==> config.mk <==
export PLATFORM = sky130hd
export DESIGN_NAME = show_uart_tx
export DESIGN_NICKNAME = d
export VERILOG_FILES = /design/src/rtl/show_pkg.sv /design/src/rtl/uart_byte_tx.sv /design/src/rtl/show_uart_tx.sv
export SDC_FILE = /design/constraint.sdc
export NUM_CORES = 1
export LEC_CHECK = 0
export ABC_AREA = 1
export BUFFER_PORTS_ARGS = -buffer_cell sky130_fd_sc_hd__buf_2
export CORE_UTILIZATION = 55
export DETAILED_ROUTE_END_ITERATION = 8
export MAX_ROUTING_LAYER = met4
export PLACE_DENSITY = 0.84
export SLEW_MARGIN = 15
export SYNTH_ARGS = -nofsm -noshare
export SYNTH_HDL_FRONTEND = slang
export SYNTH_HIERARCHICAL = 1
export SYNTH_SLANG_ARGS = --single-unit
export TNS_END_PERCENT = 30
==> constraint.sdc <==
create_clock -name clk -period 6.75 [get_ports clk]
set_clock_uncertainty 0.1 [all_clocks]
set_input_delay 0.675 -clock clk [delete_from_list [all_inputs] [get_ports clk]]
set_output_delay 0.675 -clock clk [all_outputs]
set_load 0.02 [all_outputs]
==> src/rtl/show_pkg.sv <==
`default_nettype none
// ============================================================================
//  Module      : show_pkg
//  Description : Shared types and constants for the show_uart_tx block.
//                - state_t      : serialiser state encoding
//                - c_MAX_BYTES  : default show buffer capacity (bytes)
//                - c_IDLE_LEVEL : UART line level when nothing is sent
//                Optional feature macro: SHOW_UART_PARITY_EN adds ST_PARITY.
//  Revision    : 1.0 - initial release
// ============================================================================
package show_pkg;

    localparam int   c_MAX_BYTES  = 16;
    localparam logic c_IDLE_LEVEL = 1'b1;

    typedef enum logic [2:0] {
        ST_IDLE   = 3'd0,
        ST_START  = 3'd1,
        ST_DATA   = 3'd2,
`ifdef SHOW_UART_PARITY_EN
        ST_PARITY = 3'd3,
`endif
        ST_STOP   = 3'd4
    } state_t;

endpackage
`default_nettype wire

==> src/rtl/uart_byte_tx.sv <==
`default_nettype none
// ============================================================================
//  Module      : uart_byte_tx
//  Description : Serialises one byte per frame: start(0), 8 data bits
//                LSB-first, optional even parity, stop(1). Every bit is held
//                CLK_DIV cycles. A new byte offered during the last cycle of
//                a stop bit is started immediately (back-to-back frames).
//  Ports       : clk, reset (async, active high)
//                byte_valid / byte_data : next byte to send
//                byte_ack               : byte_data taken this cycle
//                state                  : current serialiser state
//                txd                    : registered serial output
//  Config      : SHOW_UART_PARITY_EN inserts an even-parity bit.
//  Revision    : 1.0 - initial release
// ============================================================================
module uart_byte_tx
    import show_pkg::*;
#(
    parameter int CLK_DIV = 868
) (
    input  logic       clk,
    input  logic       reset,
    input  logic       byte_valid,
    input  logic [7:0] byte_data,
    output logic       byte_ack,
    output state_t     state,
    output logic       txd
);

    localparam int                 c_CNT_W    = (CLK_DIV > 1) ? $clog2(CLK_DIV) : 1;
    localparam logic [c_CNT_W-1:0] c_CNT_LAST = c_CNT_W'(CLK_DIV - 1);

    state_t             r_state, w_state_nxt;
    logic [c_CNT_W-1:0] r_cnt,   w_cnt_nxt;
    logic [2:0]         r_bit,   w_bit_nxt;
    logic [7:0]         r_shift, w_shift_nxt;
    logic               r_txd,   w_txd_nxt;
    logic               w_tick;
`ifdef SHOW_UART_PARITY_EN
    logic               r_par,   w_par_nxt;
`endif

    assign state  = r_state;
    assign txd    = r_txd;
    assign w_tick = (r_cnt == c_CNT_LAST);

    always_ff @(posedge clk or posedge reset) begin
        if (reset) begin
            r_state <= ST_IDLE;
            r_cnt   <= '0;
            r_bit   <= '0;
            r_shift <= '0;
            r_txd   <= c_IDLE_LEVEL;
`ifdef SHOW_UART_PARITY_EN
            r_par   <= 1'b0;
`endif
        end else begin
            r_state <= w_state_nxt;
            r_cnt   <= w_cnt_nxt;
            r_bit   <= w_bit_nxt;
            r_shift <= w_shift_nxt;
            r_txd   <= w_txd_nxt;
`ifdef SHOW_UART_PARITY_EN
            r_par   <= w_par_nxt;
`endif
        end
    end

    always_comb begin
        w_state_nxt = r_state;
        w_cnt_nxt   = r_cnt;
        w_bit_nxt   = r_bit;
        w_shift_nxt = r_shift;
        w_txd_nxt   = r_txd;
        byte_ack    = 1'b0;
`ifdef SHOW_UART_PARITY_EN
        w_par_nxt   = r_par;
`endif
        // Bit timer free-runs 0..CLK_DIV-1 in every active state.
        if (r_state != ST_IDLE) begin
            w_cnt_nxt = w_tick ? '0 : r_cnt + 1'b1;
        end

        case (r_state)
            ST_IDLE: begin
                if (byte_valid) begin
                    byte_ack    = 1'b1;
                    w_state_nxt = ST_START;
                    w_shift_nxt = byte_data;
                    w_bit_nxt   = 3'd0;
                    w_cnt_nxt   = '0;
                    w_txd_nxt   = 1'b0;
`ifdef SHOW_UART_PARITY_EN
                    w_par_nxt   = ^byte_data;
`endif
                end
            end
            ST_START: begin
                if (w_tick) begin
                    w_state_nxt = ST_DATA;
                    w_bit_nxt   = 3'd0;
                    w_txd_nxt   = r_shift[0];
                end
            end
            ST_DATA: begin
                if (w_tick) begin
                    if (r_bit == 3'd7) begin
`ifdef SHOW_UART_PARITY_EN
                        w_state_nxt = ST_PARITY;
                        w_txd_nxt   = r_par;
`else
                        w_state_nxt = ST_STOP;
                        w_txd_nxt   = 1'b1;
`endif
                    end else begin
                        // Look one bit ahead so txd stays a pure register.
                        w_bit_nxt   = r_bit + 3'd1;
                        w_shift_nxt = {1'b0, r_shift[7:1]};
                        w_txd_nxt   = r_shift[1];
                    end
                end
            end
`ifdef SHOW_UART_PARITY_EN
            ST_PARITY: begin
                if (w_tick) begin
                    w_state_nxt = ST_STOP;
                    w_txd_nxt   = 1'b1;
                end
            end
`endif
            ST_STOP: begin
                if (w_tick) begin
                    if (byte_valid) begin
                        byte_ack    = 1'b1;
                        w_state_nxt = ST_START;
                        w_shift_nxt = byte_data;
                        w_bit_nxt   = 3'd0;
                        w_txd_nxt   = 1'b0;
`ifdef SHOW_UART_PARITY_EN
                        w_par_nxt   = ^byte_data;
`endif
                    end else begin
                        w_state_nxt = ST_IDLE;
                        w_txd_nxt   = c_IDLE_LEVEL;
                    end
                end
            end
            default: begin
                w_state_nxt = ST_IDLE;
                w_cnt_nxt   = '0;
                w_txd_nxt   = c_IDLE_LEVEL;
            end
        endcase
    end

endmodule
`default_nettype wire

==> src/rtl/show_uart_tx.sv <==
`default_nettype none
// ============================================================================
//  Module      : show_uart_tx
//  Description : Latches a packet of up to MAX_BYTES right-aligned bytes and
//                sends them over a UART line, most-significant byte first,
//                frames back-to-back. Per-byte framing lives in uart_byte_tx.
//  Ports       : clk, reset (async, active high)
//                show_data/show_len/show_valid/show_ready : packet handshake
//                txd  : serial line, idle high
//                busy : a frame bit is currently on txd
//  Config      : SHOW_UART_PARITY_EN (handled in uart_byte_tx) adds parity.
//  Revision    : 1.0 - initial release
// ============================================================================
module show_uart_tx
    import show_pkg::*;
#(
    parameter int CLK_DIV   = 868,
    parameter int MAX_BYTES = c_MAX_BYTES
) (
    input  logic                   clk,
    input  logic                   reset,
    input  logic [8*MAX_BYTES-1:0] show_data,
    input  logic [4:0]             show_len,
    input  logic                   show_valid,
    output logic                   show_ready,
    output logic                   txd,
    output logic                   busy
);

    localparam int c_W = 8 * MAX_BYTES;

    logic           r_rdy_en;
    logic [c_W-1:0] r_data;
    logic [4:0]     r_remaining;

    logic           w_accept;
    logic [4:0]     w_len;
    logic [c_W-1:0] w_aligned;
    logic           w_byte_valid;
    logic           w_byte_ack;
    logic [7:0]     w_byte_data;
    state_t         w_state;

    // r_rdy_en keeps show_ready low until the first edge after reset release.
    assign show_ready = r_rdy_en && (w_state == ST_IDLE);
    assign busy       = (w_state != ST_IDLE);
    assign w_accept   = show_valid && show_ready;
    assign w_len      = (show_len > 5'(MAX_BYTES)) ? 5'(MAX_BYTES) : show_len;

    // Left-align the packet so the byte to send next is always the top byte.
    assign w_aligned  = show_data << (8 * (MAX_BYTES - int'(w_len)));

    // On the accept cycle the first byte bypasses the latch so its start
    // bit appears on txd the very next cycle.
    assign w_byte_valid = w_accept ? (w_len != 5'd0) : (r_remaining != 5'd0);
    assign w_byte_data  = w_accept ? w_aligned[c_W-1 -: 8] : r_data[c_W-1 -: 8];

    always_ff @(posedge clk or posedge reset) begin
        if (reset) begin
            r_rdy_en    <= 1'b0;
            r_data      <= '0;
            r_remaining <= '0;
        end else begin
            r_rdy_en <= 1'b1;
            if (w_accept) begin
                r_data      <= w_aligned << 8;
                r_remaining <= (w_len != 5'd0) ? w_len - 5'd1 : 5'd0;
            end else if (w_byte_ack) begin
                r_data      <= r_data << 8;
                r_remaining <= r_remaining - 5'd1;
            end
        end
    end

    uart_byte_tx #(
        .CLK_DIV (CLK_DIV)
    ) u_byte_tx (
        .clk        (clk),
        .reset      (reset),
        .byte_valid (w_byte_valid),
        .byte_data  (w_byte_data),
        .byte_ack   (w_byte_ack),
        .state      (w_state),
        .txd        (txd)
    );

endmodule
`default_nettype wire
==> summary.txt <==
Setup path
  • Worst R2R Setup Slack: 2.30 ns
  • Crit path arrival time: 5.49 ns
  • Largest fanout on the critical path: 108
  • Critical Path End Type: flop
  • Crit-path max cell delay: 0.96 ns
  • Setup CP Type: in -> reg
  • Worst path cell trace: buf_4 > nor2_1 > nand2_1 > nand2_4 > nand2_1 > ha_4 > nand2_1 > inv_1 > ha_1 > or2_2 > nand2_1 > nand3_1 > inv_1 > inv_2 > buf_4 > nand2_4 > inv_1 > a22oi_1
  • WP data required: 6.91 ns
  • Max stage delay cell, worst path: inv_1
  • Nature of the critical path startpoint: input pin
  • Cell mode on critical path: nand2_1

Yosys
  • Yosys warns: 6
  • Sequential share of the synthesized area: 29.2%
  • Cell variety after synth: 37
  • Flops & latches, synth: 151
  • Avg Cell Area, Syn: 6.09 µm²
  • Synth area leader: dfrtp_1
  • Top-area cell type share of the netlist area: 29.0%
  • Mapped Cells: 2,123
  • Largest cells by area after synthesis: dfrtp_1, nand3_1, nand2_1
  • Mapped Nets: 2,266
  • Mapped Area: 12,900 µm²

Detailed routing
  • Router iterations before antenna repair: 7
  • Vias per std cell: 6.28
  • DRT antenna net count: 0
  • Via count: 15,450
  • Routed length per instance: 20.7 µm
  • Drt total wl: 51.0 mm
  • DRC Markers: 0
  • Initial DRC Count: 2,364

Power and ir drop
  • Leakage: 0.00707 µW
  • Peak supply drop: 0.000189 V
  • Power Dens Cells: 345 nW/µm²

Clock network
  • Worst-path clk slew: 0.07 ns
  • CTS sink count: 151
  • Worst-Skew Late Latency: 0.44 ns
  • Postcts setup bufs: 0
  • Clock buffer depth: 2
  • CTS Buf Count: 17
  • Hold-fix buffers at CTS: 0
  • CTS resizes: 0
  • CTS root buf: clkbuf_16
  • CTS tree: yes
  • H-tree levels: 4

Hold path
  • Hold Crit Class: in -> async

Place
  • Port bufs: 138
  • Post-Place Cells: 2,429
  • Routability cong.: 1.03
  • Placed Instance Area: 13,400 µm²
  • Post-DP HPWL: 35.2 mm

Finish
  • Commonest non-fill, non-tap cell in the layout: nand3_1
  • Most frequent cells in the layout: nand3_1, nand2_1, inv_1
  • Nets: 2,278
  • Final cell count without fillers: 2,462
  • Syn-to-layout area delta: 8.65%
  • Post-layout instance area: 14,100 µm²
  • Post-layout util: 61.5%
  • Share of layout cells above drive strength 1: 11.1%

Global route
  • Grt total ovfl: 0
  • First-pass GRT wire length: 78.8 mm
  • Pin count of the biggest net entering global routing: 109
  • Vias in the first global route: 13,953
  • GRT Util Overall: 44.0%
  • Initial antenna violation count: 1

Timing
  • Worst-Margin Slew: 1.18 ns
  • F_max: 0.188 GHz
  • Final hold viol count: 0
  • Endpoints failing setup: 0
  • Max-slew violation count: 0
  • Slew HR: 21.2%
  • RSZ-0062 raised after global routing: no
  • Setup TNS: 0 ns
  • Minimum clock period: 5.33 ns
  • Final Cycle Share: 79.0%

Floorplan
  • DIE HEIGHT: 155 µm
  • Core area: 22,800 µm²
  • I/O pin count: 139
  • Starting Density: 56.6%
  • DIE AREA: 24,100 µm²
  • Die W: 155 µm
  • # rows: 55

Job
  • Max_cap viols: 0

Outcome
  • Outcome: complete, no violations
critical path, delay by kind of cell:
family | cells | cell delay, ns
AO/OA/AOI/OAI | 1 | 0.22
adder cells (fa/ha/maj) | 2 | 0.30
buffers and inverters | 6 | 2.28
AND/OR/NAND/NOR | 9 | 1.93
power breakdown:
group          switching, µW  leakage (µW)  internal, µW  total (µW)
Sequential               213       0.00179          1320        1530
Combinational           1560       0.00498           725        2290
Clock                    487      0.000301           539        1030
Total                   2260       0.00707          2580        4850
worst paths after layout:
check / depth (start not counted) / end / start
setup / recovery: 18 / r_remaining[0]$_DFFE_PP0P_ / show_len[0]
hold / removal: 2 / r_rdy_en$_DFF_PP0_ / reset
setup reg to reg: 13 / r_remaining[0]$_DFFE_PP0P_ / u_byte_tx/state[2]$_DFFE_PP0P_
hold reg to reg: 2 / u_byte_tx/txd$_DFFE_PP1P_ / u_byte_tx/txd$_DFFE_PP1P_
max in group asynchronous: 3 / r_data[35]$_DFFE_PP0P_ / reset
min in group clk: 2 / u_byte_tx/txd$_DFFE_PP1P_ / u_byte_tx/txd$_DFFE_PP1P_
cell type report:
class	count	area, µm²
Sequential cell	151	3780
Clock buffer	17	425
Timing Repair Buffer	155	821
Tap cell	313	392
Inverter	164	628
Clock inverter	15	199
Antenna cell	1	2.50
Fill cell	2257	8790
Multi-Input combinational cell	1646	7810
flip-flops by register name, summed over array words and instances, names as in the netlist:
signal / cells
u_byte_tx/r_cnt: 10
r_remaining: 5
u_byte_tx/txd: 1
u_byte_tx/r_bit: 3
u_byte_tx/state: 3
u_byte_tx/r_shift: 8
r_rdy_en: 1
r_data: 120
layer usage:
metal	vias up	share of wire, %	GRT usage [%]
met4	0	6.2	24.9
met2	1064	42	62.8
met5	-	0	-
li1	7114	-	-
met1	7091	40	56.9
met3	181	12	10.7
stage by stage:
step | hold WS, ns | setup WS [ns] | total power (µW)
floorplan | 0.342 | 2.62 | 3170
global placement | 0.353 | 1.23 | 3680
detailed placement | 0.356 | 1.05 | 3760
CTS | 0.305 | 1.51 | 4780
global route | 0.329 | 1.03 | 5180
finish | 0.242 | 1.42 | 4850
cells in the mapped netlist (all sizes together):
cell type  instances
nand3            613
nand2            566
inv              161
dfrtp            150
o21ai            140
nor2             132
a21oi             92
buf               84
clkbuf            78
o211ai            32
nand4             26
or2               11
ha                 7
xor2               7
a22oi              5
and2               5
nor3               4
clkinv             3
nand3b             3
conb               1
dfstp              1
o21bai             1
o221ai             1
kinds of logic after synthesis:
kind of cell | share of synthesized area, %
AOI/OAI and AO/OA | 11.2
xor gates and xnor gates | 0.474
adders and majority gates | 0.677
other | 0.0290
DFF | 29.2
and+or+nand+nor | 47.6
buffers and inverters | 10.8
Power figures use the tool's default switching activity.
